File: src/rtl/aer_pkg.sv
//------------------------------------------------------------------------------
// aer_pkg : shared types and constants for AER serializer blocks
// Rev 1.0
//------------------------------------------------------------------------------
`default_nettype none

package aer_pkg;

   typedef enum logic [1:0] {
      IDLE    = 2'd0,
      DRIVE   = 2'd1,
      RELEASE = 2'd2
   } aer_ser_state_t;

   localparam int AER_SYNC_STAGES = 2;

endpackage

`default_nettype wire

File: src/rtl/aer_sync2.sv
//------------------------------------------------------------------------------
// aer_sync2 : multi-flop level synchronizer for asynchronous AER handshake lines
// Rev 1.0
//------------------------------------------------------------------------------
`default_nettype none

module aer_sync2
   import aer_pkg::*;
#(
   parameter int STAGES = AER_SYNC_STAGES
) (
   input  logic clk,
   input  logic reset,
   input  logic d,
   output logic q
);

   logic [STAGES-1:0] r_sync;

   always_ff @(posedge clk or negedge reset) begin
      if (!reset) begin
         r_sync <= '0;
      end else begin
         r_sync <= {r_sync[STAGES-2:0], d};
      end
   end

   assign q = r_sync[STAGES-1];

endmodule

`default_nettype wire

File: src/rtl/aer_bit_serializer.sv
//------------------------------------------------------------------------------
// aer_bit_serializer : sends an AER address MSB first over One/Zero bit cells.
// Define AER_PARITY_EN to append an even-parity bit. Rev 1.0
//------------------------------------------------------------------------------
`default_nettype none

module aer_bit_serializer
   import aer_pkg::*;
#(
   parameter int ADDR_W      = 8,
   parameter int TIMEOUT_CYC = 1023
) (
   input  logic              clk,
   input  logic              reset,
   input  logic              ev_valid,
   input  logic [ADDR_W-1:0] ev_addr,
   output logic              ev_ready,
   output logic              one,
   output logic              zero,
   input  logic              dt,
   output logic              senack,
   output logic              done,
   output logic              err
);

`ifdef AER_PARITY_EN
   localparam int c_NBITS = ADDR_W + 1;
`else
   localparam int c_NBITS = ADDR_W;
`endif
   localparam int                 c_CNT_W    = $clog2(c_NBITS + 1);
   localparam int                 c_PH_W     = $clog2(TIMEOUT_CYC + 1);
   localparam logic [c_CNT_W-1:0] c_CNT_LOAD = c_CNT_W'(c_NBITS);
   localparam logic [c_PH_W-1:0]  c_PH_LAST  = c_PH_W'(TIMEOUT_CYC - 1);

   aer_ser_state_t     r_state, w_state_nx;
   logic [c_NBITS-1:0] r_shift, w_shift_nx;
   logic [c_CNT_W-1:0] r_cnt, w_cnt_nx;
   logic [c_PH_W-1:0]  r_phase, w_phase_nx;
   logic               r_one, w_one_nx;
   logic               r_zero, w_zero_nx;
   logic               r_senack, w_senack_nx;
   logic               r_done, w_done_nx;
   logic               r_err, w_err_nx;
   logic               w_dt_s;
   logic [c_NBITS-1:0] w_load;
   logic [c_NBITS-1:0] w_shifted;

   aer_sync2 #(
      .STAGES (AER_SYNC_STAGES)
   ) u_dt_sync (
      .clk   (clk),
      .reset (reset),
      .d     (dt),
      .q     (w_dt_s)
   );

`ifdef AER_PARITY_EN
   assign w_load = {ev_addr, ^ev_addr};
`else
   assign w_load = ev_addr;
`endif

   assign w_shifted = {r_shift[c_NBITS-2:0], 1'b0};

   // Blocking ready during the done pulse keeps frames at least one idle cycle apart.
   assign ev_ready = (r_state == IDLE) && !r_done;

   always_ff @(posedge clk or negedge reset) begin
      if (!reset) begin
         r_state  <= IDLE;
         r_shift  <= '0;
         r_cnt    <= '0;
         r_phase  <= '0;
         r_one    <= 1'b0;
         r_zero   <= 1'b0;
         r_senack <= 1'b0;
         r_done   <= 1'b0;
         r_err    <= 1'b0;
      end else begin
         r_state  <= w_state_nx;
         r_shift  <= w_shift_nx;
         r_cnt    <= w_cnt_nx;
         r_phase  <= w_phase_nx;
         r_one    <= w_one_nx;
         r_zero   <= w_zero_nx;
         r_senack <= w_senack_nx;
         r_done   <= w_done_nx;
         r_err    <= w_err_nx;
      end
   end

   always_comb begin
      w_state_nx  = r_state;
      w_shift_nx  = r_shift;
      w_cnt_nx    = r_cnt;
      w_phase_nx  = '0;
      w_one_nx    = r_one;
      w_zero_nx   = r_zero;
      w_senack_nx = r_senack;
      w_done_nx   = 1'b0;
      w_err_nx    = 1'b0;

      case (r_state)
         IDLE: begin
            if (ev_valid && ev_ready) begin
               w_shift_nx = w_load;
               w_cnt_nx   = c_CNT_LOAD;
               w_one_nx   = w_load[c_NBITS-1];
               w_zero_nx  = !w_load[c_NBITS-1];
               w_state_nx = DRIVE;
            end
         end

         DRIVE: begin
            if (w_dt_s) begin
               w_one_nx    = 1'b0;
               w_zero_nx   = 1'b0;
               w_senack_nx = 1'b1;
               w_state_nx  = RELEASE;
            end else if (r_phase == c_PH_LAST) begin
               w_one_nx    = 1'b0;
               w_zero_nx   = 1'b0;
               w_senack_nx = 1'b0;
               w_err_nx    = 1'b1;
               w_state_nx  = IDLE;
            end else begin
               w_phase_nx = r_phase + c_PH_W'(1);
            end
         end

         RELEASE: begin
            if (!w_dt_s) begin
               w_senack_nx = 1'b0;
               w_shift_nx  = w_shifted;
               if (r_cnt != '0) begin
                  w_cnt_nx = r_cnt - c_CNT_W'(1);
               end
               if (r_cnt > c_CNT_W'(1)) begin
                  w_one_nx   = w_shifted[c_NBITS-1];
                  w_zero_nx  = !w_shifted[c_NBITS-1];
                  w_state_nx = DRIVE;
               end else begin
                  w_done_nx  = 1'b1;
                  w_state_nx = IDLE;
               end
            end else if (r_phase == c_PH_LAST) begin
               w_senack_nx = 1'b0;
               w_err_nx    = 1'b1;
               w_state_nx  = IDLE;
            end else begin
               w_phase_nx = r_phase + c_PH_W'(1);
            end
         end

         default: begin
            w_one_nx    = 1'b0;
            w_zero_nx   = 1'b0;
            w_senack_nx = 1'b0;
            w_state_nx  = IDLE;
         end
      endcase
   end

   assign one    = r_one;
   assign zero   = r_zero;
   assign senack = r_senack;
   assign done   = r_done;
   assign err    = r_err;

endmodule

`default_nettype wire

File: config.mk
export PLATFORM = sky130hd
export DESIGN_NAME = aer_bit_serializer
export DESIGN_NICKNAME = d
export VERILOG_FILES = /design/src/rtl/aer_pkg.sv /design/src/rtl/aer_sync2.sv /design/src/rtl/aer_bit_serializer.sv
export SDC_FILE = /design/constraint.sdc
export NUM_CORES = 1
export LEC_CHECK = 0
export ABC_AREA = 1
export BUFFER_PORTS_ARGS = -buffer_cell sky130_fd_sc_hd__buf_4
export CAP_MARGIN = 10
export CORE_MARGIN = 1.5
export CORE_UTILIZATION = 50
export CTS_BUF_LIST = sky130_fd_sc_hd__clkbuf_4 sky130_fd_sc_hd__clkbuf_8
export DETAILED_ROUTE_END_ITERATION = 10
export PLACE_DENSITY = 0.7
export SYNTH_ARGS = -nofsm -noshare
export SYNTH_HDL_FRONTEND = slang
export SYNTH_SLANG_ARGS = --single-unit
File: constraint.sdc
create_clock -name clk -period 1.9 [get_ports clk]
set_input_delay 0.38 -clock clk [delete_from_list [all_inputs] [get_ports clk]]
set_output_delay 0.38 -clock clk [all_outputs]
set_load 0.01 [all_outputs]
Word-level counts from Yosys, hierarchy flattened --
Cells that the tools add are included.
Word-level totals: register bits after elaboration 30, output and inout bits 6, word-level logic and storage cells 70, bits of input ports 12
Operators by class: magnitude comparators 1, equal/unequal tests 8, reduce and logical (&&, ||, !) cells 11, muxes and demuxes 38, add/subtract/negate cells 2
Operators with widths (count):
- 10-bit two-way mux | 3
- 10-bit one-hot mux with 2 select lines | 1
- 1-bit two-way mux | 18
- 7-bit two-way mux | 2
- 7-bit one-hot mux with 2 select lines | 1
- 4-bit two-way mux | 3
- 10-bit by 1-bit adder with 10-bit output (second input constant) | 1
- 10-bit == test (second input constant) | 1
- 1-bit one-hot mux with 3 select lines | 3
- 2-bit two-way mux | 4
- 4-bit one-hot mux with 2 select lines | 1
- 4-bit AND reduction | 2
- 2-bit != test (second input constant) | 3
- 2-bit one-hot mux with 3 select lines | 1
- 4-bit by 1-bit > comparator with 1-bit output (second input constant) | 1
- 4-bit nonzero test | 1
- 4-bit by 1-bit subtractor with 4-bit output (second input constant) | 1
- 1-bit logical NOT | 3
- 3-bit by 2-bit != test with 1-bit output (second input constant) | 1
- 3-bit AND reduction | 1
- 2-bit by 1-bit == test with 1-bit output (second input constant) | 1
- 2-bit == test (second input constant) | 1
- 1-bit logical AND | 2
- 2-bit logical NOT | 1
- other kinds (3) | 3

Longest topological paths before layout --
Gate-level depths: netlist (run 1).
word-level depth 5, mapped depth 10, gate-level depth less buffers 10

Hierarchy --
From an unflattened synthesis (run 1), not the netlist that was laid out.
Unflattened totals: cells, all modules 206, area total of the unflattened synthesis 1600.3 um2
Modules (own cells, without submodules):
- aer_bit_serializer | cells each 204, times used 1, area an instance 1550.2 um2, sequential area each 700.7 um2
- aer_sync2 | cells each 2, times used 1, area an instance 50.0 um2, sequential area each 50.0 um2

Worst setup path after synthesis (run 1) --
OpenSTA, ideal clock, no wires.
path type reg-to-reg, start point reg r_state[0], end point reg r_cnt[2], library setup time 0.121 ns, buffers on the path 1, path slack 0.433 ns, period minus slack after synthesis 1.467 ns, cell stages (with the launch flop) 10, data arrival time 1.347 ns, required time 1.779 ns, cells stage by stage dfrtp_1 inv_1 ha_1 buf_6 nand2_4 inv_1 a31oi_1 nand2_4 nand2_1 o21ai_1
On the way: cells in the longest elaborated chain, start to end 5, elaborated cells on any way between the ends 10, those cells by class eq/ne: 4; mux: 1; reduce/logical: 5
RTL lines:
- from (decl) | line aer_bit_serializer.sv:36 | aer_ser_state_t r_state, w_state_nx;
- from (signal assigned) | line aer_bit_serializer.sv:81 | r_state <= w_state_nx;
- 2-bit logical NOT | line aer_bit_serializer.sv:67, aer_bit_serializer.sv:104
- 1-bit logical AND | line aer_bit_serializer.sv:67 | assign ev_ready = (r_state == IDLE) && !r_done;
- 1-bit logical AND | line aer_bit_serializer.sv:106 | if (ev_valid && ev_ready) begin
- 2-bit by 1-bit != test with 1-bit output (no line)
- 4-bit AND reduction (no line)
- to (signal assigned) | line aer_bit_serializer.sv:83 | r_cnt <= w_cnt_nx;
- to (decl) | line aer_bit_serializer.sv:38 | logic [c_CNT_W-1:0] r_cnt, w_cnt_nx;
Several ways; a longest one is shown, not always the timed one. A chain may end at the register's enable or synchronous reset.

Worst setup path after layout (run 1) --
start point reg r_state[1], end point out ev_ready
On the way: cells in the longest elaborated chain, start to end 2
RTL lines:
- 2-bit logical NOT | line aer_bit_serializer.sv:67
- 1-bit logical AND | line aer_bit_serializer.sv:67
- to (decl) | line aer_bit_serializer.sv:17 | output logic ev_ready,
Every way passes these cells.

==> impl_metrics.ini, run 1 <==
[sta]
fin_tns_setup_ns = 0
skew_ns = 0.0135
hold_viol_final = 0
fmax_ghz = 0.556
layout_min_cycle_time_ns = 1.80
setup_violations = 0
slew_viol_final = 0
relSlewSlack_pct = 72.3
period_share_pct = 94.6
whs_ns = 0.176
worst_pin_slew_ns = 0.415
rsz0062_at_grt = no

[synthesis]
synth_top_area_share_pct = 44.9
async_flop_share_pct = 100
yosysUniqueCellTypes = 29
syn_area_mm2 = 0.00167
synth_edf_count = 0
synth-seq-cells = 30
yosysWarnings = 0
synth_top_area_cell = dfrtp_1
synthTopCellsByArea = dfrtp_1 45%, nand2_1 14%, ha_1 6.0%, inv_1 5.2%, nor2_1 4.3%
syn_avg_cell_area_um2 = 8.03
synth_cells = 208
synth_most_common_cell = nand2_1
yosys-top-cells-count = 61 x nand2_1, 30 x dfrtp_1, 23 x inv_1, 19 x nor2_1, 10 x nand3_1
synth_seq_area_share_pct = 44.9
syn_nets = 228
ys.flop_type = dfrtp_1

[run_status]
outcome = completed

[routing]
detail_route.wirelength_um = 3230
drc = 0
via_per_inst = 5.09
wire_per_inst_um = 11.7
ant_nets = 0
vias = 1401
dr.pass1.iters = 4
drt-initial-drc-count = 58

[worst_setup_path]
crit_arrival_ns = 1.42
cp_max_fo = 7
rr_endpoint = one
rr_startpoint = r_state[0]
r2r_setup_slack_ns = 0.13
startpoint_type = flop
critical_path.endpoint_type = primary output
required_ns = 1.52
path_class = flop to primary output
rr_worst_depth = 8

[finish]
final_nets = 250
antenna_cells = 0
multi_input_area_um2 = 803
finalNonFillerCells = 275
seqCellArea_um2 = 752
area_growth_pct = 14.5
nFillCells = 301
layout-drive-gt1-share_pct = 20.8

[grt]
antenna_found_initial = 0
grt_pass1_wl_um = 5580
grt_pass1_vias = 1358
grt-ovfl-total = 0
grt_max_degree = 31
grt_use_total_pct = 20.8

[clocking]
h-tree-depth = 2
clock_latency_ns = 0.32
cts.sinks = 30
cts_buffer_depth = 2
numCtsBuffers = 5
root_buffer = clkbuf_4
cts.clk_slew.worst_paths_ns = 0.09
cts_tree = yes

[worst_hold_path]
hold_end = u_dt_sync.r_sync[0]
whs_path_depth = 1
min_from = dt
min_path_type = primary input to flop

[place]
portBuffers = 17
dp.cells = 266
gp_congestion = 0.797
dp_hpwl_um = 2400

[floorplanning]
ios = 18
fp-row-count = 20
die-width_um = 60.8
start_util_pct = 53.8
dieArea_mm2 = 0.00370
die_y_um = 60.8
core-area_mm2 = 0.00310

[run]
drv_cap = 0

[pwr]
internal-power_w = 0.00153
p_sw_w = 0.00119
vdd_ir_drop_max_uv = 640
combPwrFrac_pct = 49.9
p_leak_nw = 0.933
swShare_pct = 43.8
p_per_area_mw_per_mm2 = 1420
pwr-share-seq_pct = 35.4
pwr-share-clk_pct = 14.7
## worst max-delay path, cell delays in order (launching register included)
cell and delay (ns):
dfrtp_2 0.45, inv_1 0.12, ha_4 0.21, inv_2 0.08
nor2_4 0.11, buf_4 0.13
## layout make-up
cell class	count	area share, %
clock inverter	1	0.262
multi-input combinational	148	42.0
clock buffer	7	3.07
tap	44	2.88
inverter	27	5.30
sequential	30	39.3
timing repair buffer	18	7.19
## kinds of logic after synthesis
logic type                 count (synthesis)  share of synthesized area, %
AOI/OAI and AO/OA                         31                          11.3
xor gates and xnor gates                   3                          1.57
adders and majority gates                  8                          5.99
buffers and inverters                     30                          7.71
DFF                                       30                          44.9
and+or+nand+nor                          106                          28.5
## flip-flops by register name (all words and copies together) (netlist names)
signal	flops
r_shift	7
r_state	2
zero	1
one	1
done	1
r_cnt	4
err	1
senack	1
u_dt_sync.r_sync	2
r_phase	10
## layer usage
metal	GRT usage (%)	share of wire, %	vias up
met5	0	0	-
li1	-	-	694
met1	22.9	42	664
met3	6.82	3.3	14
met4	8.07	2.8	0
met2	37.2	51	29
## worst max-delay path by stage
stage / from / end / slack, ns / cells after the start
floorplan: r_state[0] / r_cnt[2] / 0.43 / 9
global placement: r_state[0] / one / 0.25 / 8
detailed placement: r_state[0] / r_phase[3] / 0.18 / 6
CTS: r_state[1] / ev_ready / 0.08 / 5
global route: r_state[1] / ev_ready / 0.01 / 5
finish: r_state[1] / ev_ready / 0.10 / 5
## timing repair
item,CTS,global route
gates resized for setup,2,2
hold buffers,1,0
setup buffers,0,0
endpoints found under the hold margin,30,0
setup endpoints to repair,1,5
## power by group through the flow
stage | clock [W] | sequential (W) | combinational [W]
final | 0.000400 | 0.000960 | 0.00135
after global routing | 0.000449 | 0.000985 | 0.00154
after CTS | 0.000420 | 0.000954 | 0.00135
after detailed placement | 0 | 0.000961 | 0.00130
after global placement | 0 | 0.000952 | 0.00126
after floorplan | 0 | 0.000942 | 0.00105
## stage by stage
stage,worst slack (ns),util [%],power (W),instance area [um2]
6_report,0.103,61.7,0.00271,1910
5_1_grt,0.0126,61.7,0.00298,1910
4_1_cts,0.0768,61.6,0.00273,1910
3_5_place_dp,0.184,58.8,0.00227,1830
3_3_place_gp,0.250,58.8,0.00221,1830
2_1_floorplan,0.433,-,0.00199,1670
## cells in the final DEF, fill, tap and decap left out, types with 2 or more instances in the layout
cell type,Yosys,routed
inv_2,3,4
nand3_1,10,10
dfrtp_1,30,29
o21ai_0,9,9
o21ai_1,8,8
nand2_1,61,61
o21ai_2,2,2
clkbuf_4,0,6
nand2_4,2,2
nor3b_2,2,2
ha_1,8,7
nor2_1,19,19
inv_1,23,22
nor3_1,2,2
nand2_2,4,4
a21oi_1,6,6
buf_4,0,17
or2_2,3,3
xor2_1,3,3
Power figures use the tool's default switching activity.
==> run 2: changes to the inputs <==
--- a/constraint.sdc
+++ b/constraint.sdc
@@ -3,2 +3,2 @@
 set_output_delay 0.38 -clock clk [all_outputs]
-set_load 0.01 [all_outputs]
+set_load 0.005 [all_outputs]
==> run 2 against run 1 <==
Net effect:
- routed wire length is 5.0% lower
- critical path depth stayed put
- clock skew decreased by 0.0059 ns
- fmax decreased by 0.25%
- sequential share of layout area down 0.091 points
- critical endpoint unchanged
- worst hold slack worse by 0.014 ns
- register-to-register slack better by 0.13 ns
- clock power grew 1%
- highest routed layer unchanged
- worst setup slack worse by 0.0045 ns
==> impl_metrics.ini, run 2 (synthesized netlist as in run 1, its figures left out) <==
[run_status]
outcome = completed

[run]
drv_cap = 0

[worst_setup_path]
path_class = flop to primary output
rr_worst_depth = 8
crit_start = r_state[0]
r2r_setup_slack_ns = 0.26
crit_arrival_ns = 1.42
cp_top_family = flip-flops
rr_endpoint = zero
rr_startpoint = r_state[0]
required_ns = 1.52
cpPeakStageDelay_ns = 0.42
critical_path.endpoint_type = primary output
startpoint_type = flop
worst-path-buf-inv = 3
crit_chain = inv_1 > ha_4 > inv_2 > nor2_4 > buf_4
cp_max_fo = 7
cp_slowest_cell = dfrtp_1

[clocking]
cts.sinks = 30
root_buffer = clkbuf_4
cts_tree = yes
clock_latency_ns = 0.33
cts_setup_buffers = 0
h-tree-depth = 2
cts_buffer_depth = 2
numCtsBuffers = 5
cts.clk_slew.worst_paths_ns = 0.08

[finish]
reg_top3 = r_phase (10), r_shift (7), r_cnt (4)
antenna_cells = 0
seqCellArea_um2 = 751
final_util_pct = 61.7
final_common_cell = nand2_1
multi_input_area_um2 = 806
final_nets = 250
largest-register = r_phase
largest_reg_flops = 10
area_growth_pct = 14.6
final_cell_mix = 61 x nand2_1, 30 x dfrtp_1, 23 x inv_1
nFillCells = 292
layout-drive-gt1-share_pct = 20.3
design_area_mm2 = 0.00191

[routing]
ant_nets = 0
drc = 0
dr.pass1.iters = 4
wire_per_inst_um = 11.2
detail_route.wirelength_um = 3070
vias = 1346
drt-initial-drc-count = 42
via_per_inst = 4.89

[place]
gp_congestion = 0.786
dp_hpwl_um = 2350
portBuffers = 17
placed_area_mm2 = 0.00183

[grt]
antenna_found_initial = 0
grt_pass1_wl_um = 5260
grt_pass1_vias = 1282
grt_max_degree = 31
grt_use_total_pct = 19.3
grt-ovfl-total = 0

[worst_hold_path]
min_from = dt
whs_path_depth = 1
hold_end = u_dt_sync.r_sync[0]
min_path_type = primary input to flop

[pwr]
p_leak_nw = 0.933
p_per_area_mw_per_mm2 = 1400
vdd_ir_drop_max_uv = 823
power_w = 0.00268

[floorplanning]
core-area_mm2 = 0.00310
die-width_um = 60.8
die_y_um = 60.8
dieArea_mm2 = 0.00370
ios = 18
start_util_pct = 53.8
fp-row-count = 20

[sta]
skew_ns = 0.00751
period_share_pct = 94.8
layout_min_cycle_time_ns = 1.80
slew_viol_final = 0
setup_violations = 0
fmax_ghz = 0.555
relSlewSlack_pct = 75.1
worst_pin_slew_ns = 0.374
hold_viol_final = 0
-- run 2: stage by stage --
step | setup slack [ns] | TNS, ns | hold WS (ns) | instances
finish | 0.0985 | 0 | 0.162 | 275
global route | -0.0119 | -0.0119 | 0.136 | 275
CTS | 0.0154 | 0 | 0.152 | 275
detailed placement | 0.168 | 0 | 0.330 | 266
global placement | 0.251 | 0 | 0.324 | 266
floorplan | 0.433 | 0 | 0.0844 | 208
-- run 2: final cells by class --
cell class | instances | area share [%]
multi-input combinational | 148 | 42.1
sequential | 30 | 39.2
timing repair buffer | 18 | 7.19
inverter | 27 | 5.29
clock buffer | 7 | 3.07
tap | 44 | 2.88
clock inverter | 1 | 0.261
-- run 2: what timing repair did --
action / CTS / global route
gates resized for setup: 1 / 2
endpoints found under the hold margin: 30 / 0
hold buffers: 1 / 0
setup endpoints to repair: 1 / 3
-- run 2: how the worst max path moves through the flow --
stage | endpoint | depth (start not counted) | slack, ns
after floorplan | r_cnt[2] | 9 | 0.43
after global placement | one | 8 | 0.25
after detailed placement | r_cnt[2] | 7 | 0.17
after CTS | ev_ready | 5 | 0.02
after global routing | ev_ready | 5 | -0.01
final | ev_ready | 5 | 0.1
-- run 2: routing by layer --
layer / vias to the layer above / global-route usage (%) / share of wire [%]
li1: 698 / - / -
met1: 617 / 22.5 / 44
met2: 25 / 34.1 / 50
met3: 6 / 5.97 / 4.4
met4: 0 / 5.59 / 1.2
met5: - / 0 / 0
-- run 2: where the power goes --
part	leakage, nW	internal (W)	total (W)	switching [W]
clock	0.0387	0.000193	0.000404	0.000211
combinational	0.500	0.000509	0.00132	0.000813
sequential	0.394	0.000822	0.000950	0.000128
